==> config.mk <==
export PLATFORM = sky130hd
export DESIGN_NAME = udp_rx_vid_unpack
export DESIGN_NICKNAME = d
export VERILOG_FILES = /design/src/rtl/udp_rx_vid_unpack.sv
export SDC_FILE = /design/constraint.sdc
export NUM_CORES = 1
export LEC_CHECK = 0
export CAP_MARGIN = 25
export CELL_PAD_IN_SITES_DETAIL_PLACEMENT = 0
export CELL_PAD_IN_SITES_GLOBAL_PLACEMENT = 1
export CORE_ASPECT_RATIO = 1.5
export CORE_MARGIN = 10
export CORE_UTILIZATION = 44
export CTS_CLUSTER_SIZE = 25
export DETAILED_ROUTE_END_ITERATION = 12
export HOLD_SLACK_MARGIN = 0.08
export PLACE_DENSITY = 0.83
export SLEW_MARGIN = 0
export SYNTH_ARGS = -nofsm -noshare
export SYNTH_HDL_FRONTEND = slang
export SYNTH_SLANG_ARGS = --single-unit
==> constraint.sdc <==
create_clock -name app_rx_clk -period 3.85 [get_ports app_rx_clk]
set_input_delay 0.77 -clock app_rx_clk [delete_from_list [all_inputs] [get_ports app_rx_clk]]
set_output_delay 0.77 -clock app_rx_clk [all_outputs]
set_load 0.01 [all_outputs]
==> src/rtl/udp_rx_vid_unpack.sv <==
// udp_rx_vid_unpack: hunts for a 32-bit frame head in the app_rx byte stream,
// then packs payload bytes MSB-first into PIX_BYTES-wide pixels with
// frame-start, line-end, frame-done and frame-error markers.
module udp_rx_vid_unpack #(
    parameter logic [31:0] FRAME_HEAD = 32'hF3ED7A93,
    parameter int unsigned PIX_BYTES  = 2,
    parameter int unsigned LINE_PIX   = 1024,
    parameter int unsigned TIMEOUT    = 4096,
    parameter bit          RESYNC     = 1'b1
) (
    input  logic                   app_rx_clk,
    input  logic                   rstn,
    input  logic                   app_rx_data_valid,
    input  logic [7:0]             app_rx_data,
    input  logic [24:0]            app_rx_data_total,
    output logic                   vid_clk,
    output logic                   vid_vs,
    output logic                   vid_de,
    output logic [8*PIX_BYTES-1:0] vid_data,
    output logic                   vid_hs,
    output logic                   frame_done,
    output logic                   frame_err,
    output logic [15:0]            frame_cnt
);

    localparam int unsigned PW = 8 * PIX_BYTES;
    localparam int unsigned TW = $clog2(TIMEOUT);

    typedef enum logic {
        HUNT,
        PAYLOAD
    } state_t;

    state_t         state, state_nxt;
    logic [31:0]    hd, hd_nxt, hd_shift;
    logic [24:0]    tot, tot_nxt;
    logic [24:0]    byte_cnt, byte_cnt_nxt;
    logic [1:0]     lane, lane_nxt;
    logic [15:0]    pix_cnt, pix_cnt_nxt;
    logic [TW-1:0]  idle_cnt, idle_nxt;
    logic [PW-1:0]  pix, pix_nxt, pix_shift;
    logic [PW+7:0]  pix_wide;
    logic           head_hit, last_byte;
    logic           vs_nxt, de_nxt, hs_nxt, done_nxt, err_nxt;
    logic [PW-1:0]  data_nxt;
    logic [15:0]    fcnt_nxt;

    assign vid_clk = app_rx_clk;

    // A frame length is usable only if non-zero and a whole number of pixels.
    function automatic logic len_ok(input logic [24:0] t);
        return (t != '0) && ((t % 25'(PIX_BYTES)) == '0);
    endfunction

    // Next-state, counter and output decode for the hunt/payload FSM.
    always_comb begin
        state_nxt    = state;
        hd_nxt       = hd;
        tot_nxt      = tot;
        byte_cnt_nxt = byte_cnt;
        lane_nxt     = lane;
        pix_cnt_nxt  = pix_cnt;
        idle_nxt     = idle_cnt;
        pix_nxt      = pix;
        vs_nxt       = 1'b0;
        de_nxt       = 1'b0;
        data_nxt     = '0;
        hs_nxt       = 1'b0;
        done_nxt     = 1'b0;
        err_nxt      = 1'b0;
        fcnt_nxt     = frame_cnt;

        hd_shift  = {hd[23:0], app_rx_data};
        head_hit  = (hd_shift == FRAME_HEAD);
        pix_wide  = {pix, app_rx_data};
        pix_shift = pix_wide[PW-1:0];
        last_byte = (byte_cnt == tot - 25'd1);

        case (state)
            HUNT: begin
                if (app_rx_data_valid) begin
                    if (head_hit) begin
                        hd_nxt = '0;
                        if (len_ok(app_rx_data_total)) begin
                            tot_nxt      = app_rx_data_total;
                            byte_cnt_nxt = '0;
                            lane_nxt     = '0;
                            pix_cnt_nxt  = '0;
                            idle_nxt     = '0;
                            pix_nxt      = '0;
                            vs_nxt       = 1'b1;
                            state_nxt    = PAYLOAD;
                        end else begin
                            err_nxt = 1'b1;
                        end
                    end else begin
                        hd_nxt = hd_shift;
                    end
                end
            end

            PAYLOAD: begin
                if (app_rx_data_valid) begin
                    idle_nxt = '0;
                    // Frame completion outranks a head match on the same byte.
                    if (RESYNC && head_hit && !last_byte) begin
                        err_nxt      = 1'b1;
                        vs_nxt       = 1'b1;
                        hd_nxt       = '0;
                        byte_cnt_nxt = '0;
                        lane_nxt     = '0;
                        pix_cnt_nxt  = '0;
                        pix_nxt      = '0;
                        if (len_ok(app_rx_data_total)) begin
                            tot_nxt = app_rx_data_total;
                        end else begin
                            state_nxt = HUNT;
                        end
                    end else begin
                        pix_nxt      = pix_shift;
                        byte_cnt_nxt = byte_cnt + 25'd1;
                        if (RESYNC) begin
                            hd_nxt = hd_shift;
                        end
                        if (lane == 2'(PIX_BYTES - 1)) begin
                            lane_nxt = '0;
                            de_nxt   = 1'b1;
                            data_nxt = pix_shift;
                            if (pix_cnt == 16'(LINE_PIX - 1)) begin
                                pix_cnt_nxt = '0;
                                hs_nxt      = 1'b1;
                            end else begin
                                pix_cnt_nxt = pix_cnt + 16'd1;
                            end
                        end else begin
                            lane_nxt = lane + 2'd1;
                        end
                        if (last_byte) begin
                            done_nxt  = 1'b1;
                            fcnt_nxt  = frame_cnt + 16'd1;
                            hd_nxt    = '0;
                            state_nxt = HUNT;
                        end
                    end
                end else if (idle_cnt == TW'(TIMEOUT - 1)) begin
                    err_nxt   = 1'b1;
                    hd_nxt    = '0;
                    pix_nxt   = '0;
                    state_nxt = HUNT;
                end else begin
                    idle_nxt = idle_cnt + TW'(1);
                end
            end

            default: state_nxt = HUNT;
        endcase
    end

    // State, counters and registered outputs with synchronous active-low reset.
    always_ff @(posedge app_rx_clk) begin
        if (!rstn) begin
            state      <= HUNT;
            hd         <= '0;
            tot        <= '0;
            byte_cnt   <= '0;
            lane       <= '0;
            pix_cnt    <= '0;
            idle_cnt   <= '0;
            pix        <= '0;
            vid_vs     <= 1'b0;
            vid_de     <= 1'b0;
            vid_data   <= '0;
            vid_hs     <= 1'b0;
            frame_done <= 1'b0;
            frame_err  <= 1'b0;
            frame_cnt  <= '0;
        end else begin
            state      <= state_nxt;
            hd         <= hd_nxt;
            tot        <= tot_nxt;
            byte_cnt   <= byte_cnt_nxt;
            lane       <= lane_nxt;
            pix_cnt    <= pix_cnt_nxt;
            idle_cnt   <= idle_nxt;
            pix        <= pix_nxt;
            vid_vs     <= vs_nxt;
            vid_de     <= de_nxt;
            vid_data   <= data_nxt;
            vid_hs     <= hs_nxt;
            frame_done <= done_nxt;
            frame_err  <= err_nxt;
            frame_cnt  <= fcnt_nxt;
        end
    end

endmodule

==> results.toml, run 1 <==
[floorplanning]
die_area_um2 = 23000
die_w_um = 127.2
die_h_um = 180.8
initial_core_util_pct = 45.05
rows = 58
num_io_pins = 74
core_um2 = 16840

[synth]
ys.flop_type = "dfxtp_1"
syn_area_um2 = 7585
synth_area_leaders = "dfxtp_1, nor2_1, o21a_1"
synth_edf_count = 0
ys_ff_latch = 150
synth.net_count = 909
synth-warning-count = 0
ys_seq_area_share_pct = 39.59
synth_cells = 868
synth_top_area_share_pct = 39.59
synth.distinct_cells = 73
synth.avg_cell_area_um2 = 8.738
async_flop_share_pct = 0
yosysTopAreaCell = "dfxtp_1"

[global_route]
grt_max_degree = 52
grt_antenna_before_repair = 0
grt_pass1_vias = 6766
grt_use_total_pct = 17.34
gr-total-overflow = 0
grt_pass1_wl_um = 33400

[hold_path]
whs_path_depth = 1
hp-class = "register to register"

[critical_path]
crit_type = "register to register"
crit_fanout = 12
worstSetupEndpointType = "register"
required_ns = 4.32
reg2regPathDepth = 13
crit_arrival_ns = 3.98
cp-start-kind = "register"

[route]
drt-total-wl_um = 19670
avgRoutedWirePerCell_um = 16.78
drtIter0Drc = 338
ant_nets = 0
dr.pass1.iters = 6
vias = 6648
via_per_inst = 5.672
drc = 0

[status]
outcome = "finished, final reports clean"

[layout]
nNetsFinal = 990
layout-drive-gt1-share_pct = 10.60
syn2layout_area_growth_pct = 23.99
final_cell_mix = "dfxtp_1, nor2_1, clkdlybuf4s50_1, nand2_1, o21a_1"
insertedDiodeCount = 0
post-route-util_pct = 55.86
layout_commonest_cell = "dfxtp_1"

[timing]
drv_slew = 0
post-route-period-util_pct = 91.20
tightest_slew_ns = 0.7487
hold_ws_ns = 0.4585
setup_violations = 0
fin_setup_tns_ns = 0
setup_ws_ns = 0.3390
fmax_ghz = 0.2848
relSlewSlack_pct = 49.90
hold_viol_final = 0
layout_min_cycle_time_ns = 3.511
rsz0062_at_grt = "no"
fin_skew_ns = 0.01179

[power_and_ir_drop]
pwr-share-clk_pct = 52.2
power_frac_seq_pct = 44.5
power_frac_comb_pct = 3.3
max-vdd-ir-drop_uv = 305.1
p_leak_uw = 0.003387
switching_share_pct = 24.92
p_total_uw = 3519
p_sw_uw = 877.0
powerDensity_nw_per_um2 = 374.2
p_int_uw = 2642

[placement]
dp_hpwl_um = 14560
io_buffers = 73
place_congestion = 0.9143
pre_cts_ws_ns = -0.07837

[job]
maxCapViolCount = 0

[cts]
cts_tree = "done"
cts_resized = 0
path_clk_slew_ns = 0.07
hold_buffers = 0
clkLatencyLatePin_ns = 0.55
cts_setup_buffers = 0
-- registers in the layout, summed over array words and instances (netlist names) --
| register | cells |
|---|---|
| vid_data | 16 |
| vid_vs | 1 |
| frame_cnt | 16 |
| frame_err | 1 |
| state | 1 |
| lane | 2 |
| vid_de | 1 |
| idle_cnt | 12 |
| frame_done | 1 |
| vid_hs | 1 |
| pix | 8 |
| tot | 25 |
| byte_cnt | 25 |
| pix_cnt | 16 |
| hd | 24 |
-- worst paths after layout --
path                                     end  startpoint  slack, ns
worst max-delay path            frame_cnt[2]      tot[1]       0.34
worst min-delay path            vid_data[13]      pix[5]       0.46
worst max register to register  frame_cnt[2]      tot[1]       0.34
worst min register to register  vid_data[13]      pix[5]       0.46
-- metrics by stage --
step	std cells	cell area [µm²]
CTS	1172	9404
floorplan	868	7585
global route	1172	9404
detailed placement	1137	8727
finish	1172	9404
global placement	1137	8727
-- power groups by stage --
| stage | Sequential [µW] | Clock (µW) | Combinational (µW) |
|---|---|---|---|
| floorplan | 1600 | 21.4 | 52.1 |
| CTS | 1570 | 1870 | 116 |
| finish | 1570 | 1840 | 115 |
| global placement | 1600 | 26.4 | 115 |
| detailed placement | 1600 | 26.4 | 115 |
| global route | 1570 | 1940 | 126 |
-- Yosys cell counts, drive strengths merged, types with 20 or more instances --
library cell	number
xnor2	34
buf	20
nor2	102
nor3b	25
nand3	26
a21oi	20
nand4	22
xor2	28
o21a	48
clkbuf	38
nand2	59
dfxtp	150
nor3	26
nor4	27
-- routing by layer --
metal | up-vias | share of wire, % | global-route usage (%)
li1 | 3355 | - | -
met1 | 3150 | 42 | 18.87
met2 | 119 | 52 | 31.30
met3 | 24 | 4.5 | 4.571
met4 | 0 | 1.6 | 5.984
met5 | - | 0 | 0
-- worst max-delay path, cell delays in order (launching register included) --
cell and delay, ns:
dfxtp_1 0.45, inv_1 0.08, ha_1 0.20, nor3b_1 0.14
buf_4 0.16, and4_1 0.24, a2111oi_0 0.52, nor4_2 0.09
buf_4 0.17, nor4b_2 0.40, nand3_1 0.13, buf_4 0.21
or4_1 0.48, a21oi_1 0.14
-- kinds of logic (layout without fill, tap and decap cells) --
family / after synthesis / after routing / synth area share (%)
buf+inv: 73 / 167 / 4.009
compound gates: 182 / 182 / 18.36
mux: 12 / 12 / 1.600
fa+ha+maj: 5 / 5 / 0.8248
simple gates: 384 / 384 / 28.46
xor+xnor: 62 / 62 / 7.159
flops: 150 / 150 / 39.59
-- final cells by class --
cell class,count,area (µm²)
clock buffer,21,510.5
clock inverter,15,176.4
fill,1569,7432
inverter,15,56.30
multi-input combinational,645,4299
sequential,150,3003
tap,210,262.8
timing repair buffer,116,1096
No activity file was read; power rests on OpenSTA's default activity.
==> inputs of run 2 (changes only) <==
--- a/config.mk
+++ b/config.mk
@@ -5,7 +5,7 @@
 export SDC_FILE = /design/constraint.sdc
 export NUM_CORES = 1
 export LEC_CHECK = 0
-export CAP_MARGIN = 25
+export CAP_MARGIN = 20
 export CELL_PAD_IN_SITES_DETAIL_PLACEMENT = 0
 export CELL_PAD_IN_SITES_GLOBAL_PLACEMENT = 1
 export CORE_ASPECT_RATIO = 1.5
==> results of run 2 <==
Final layout, timing and power as in run 1 (identical DEF).
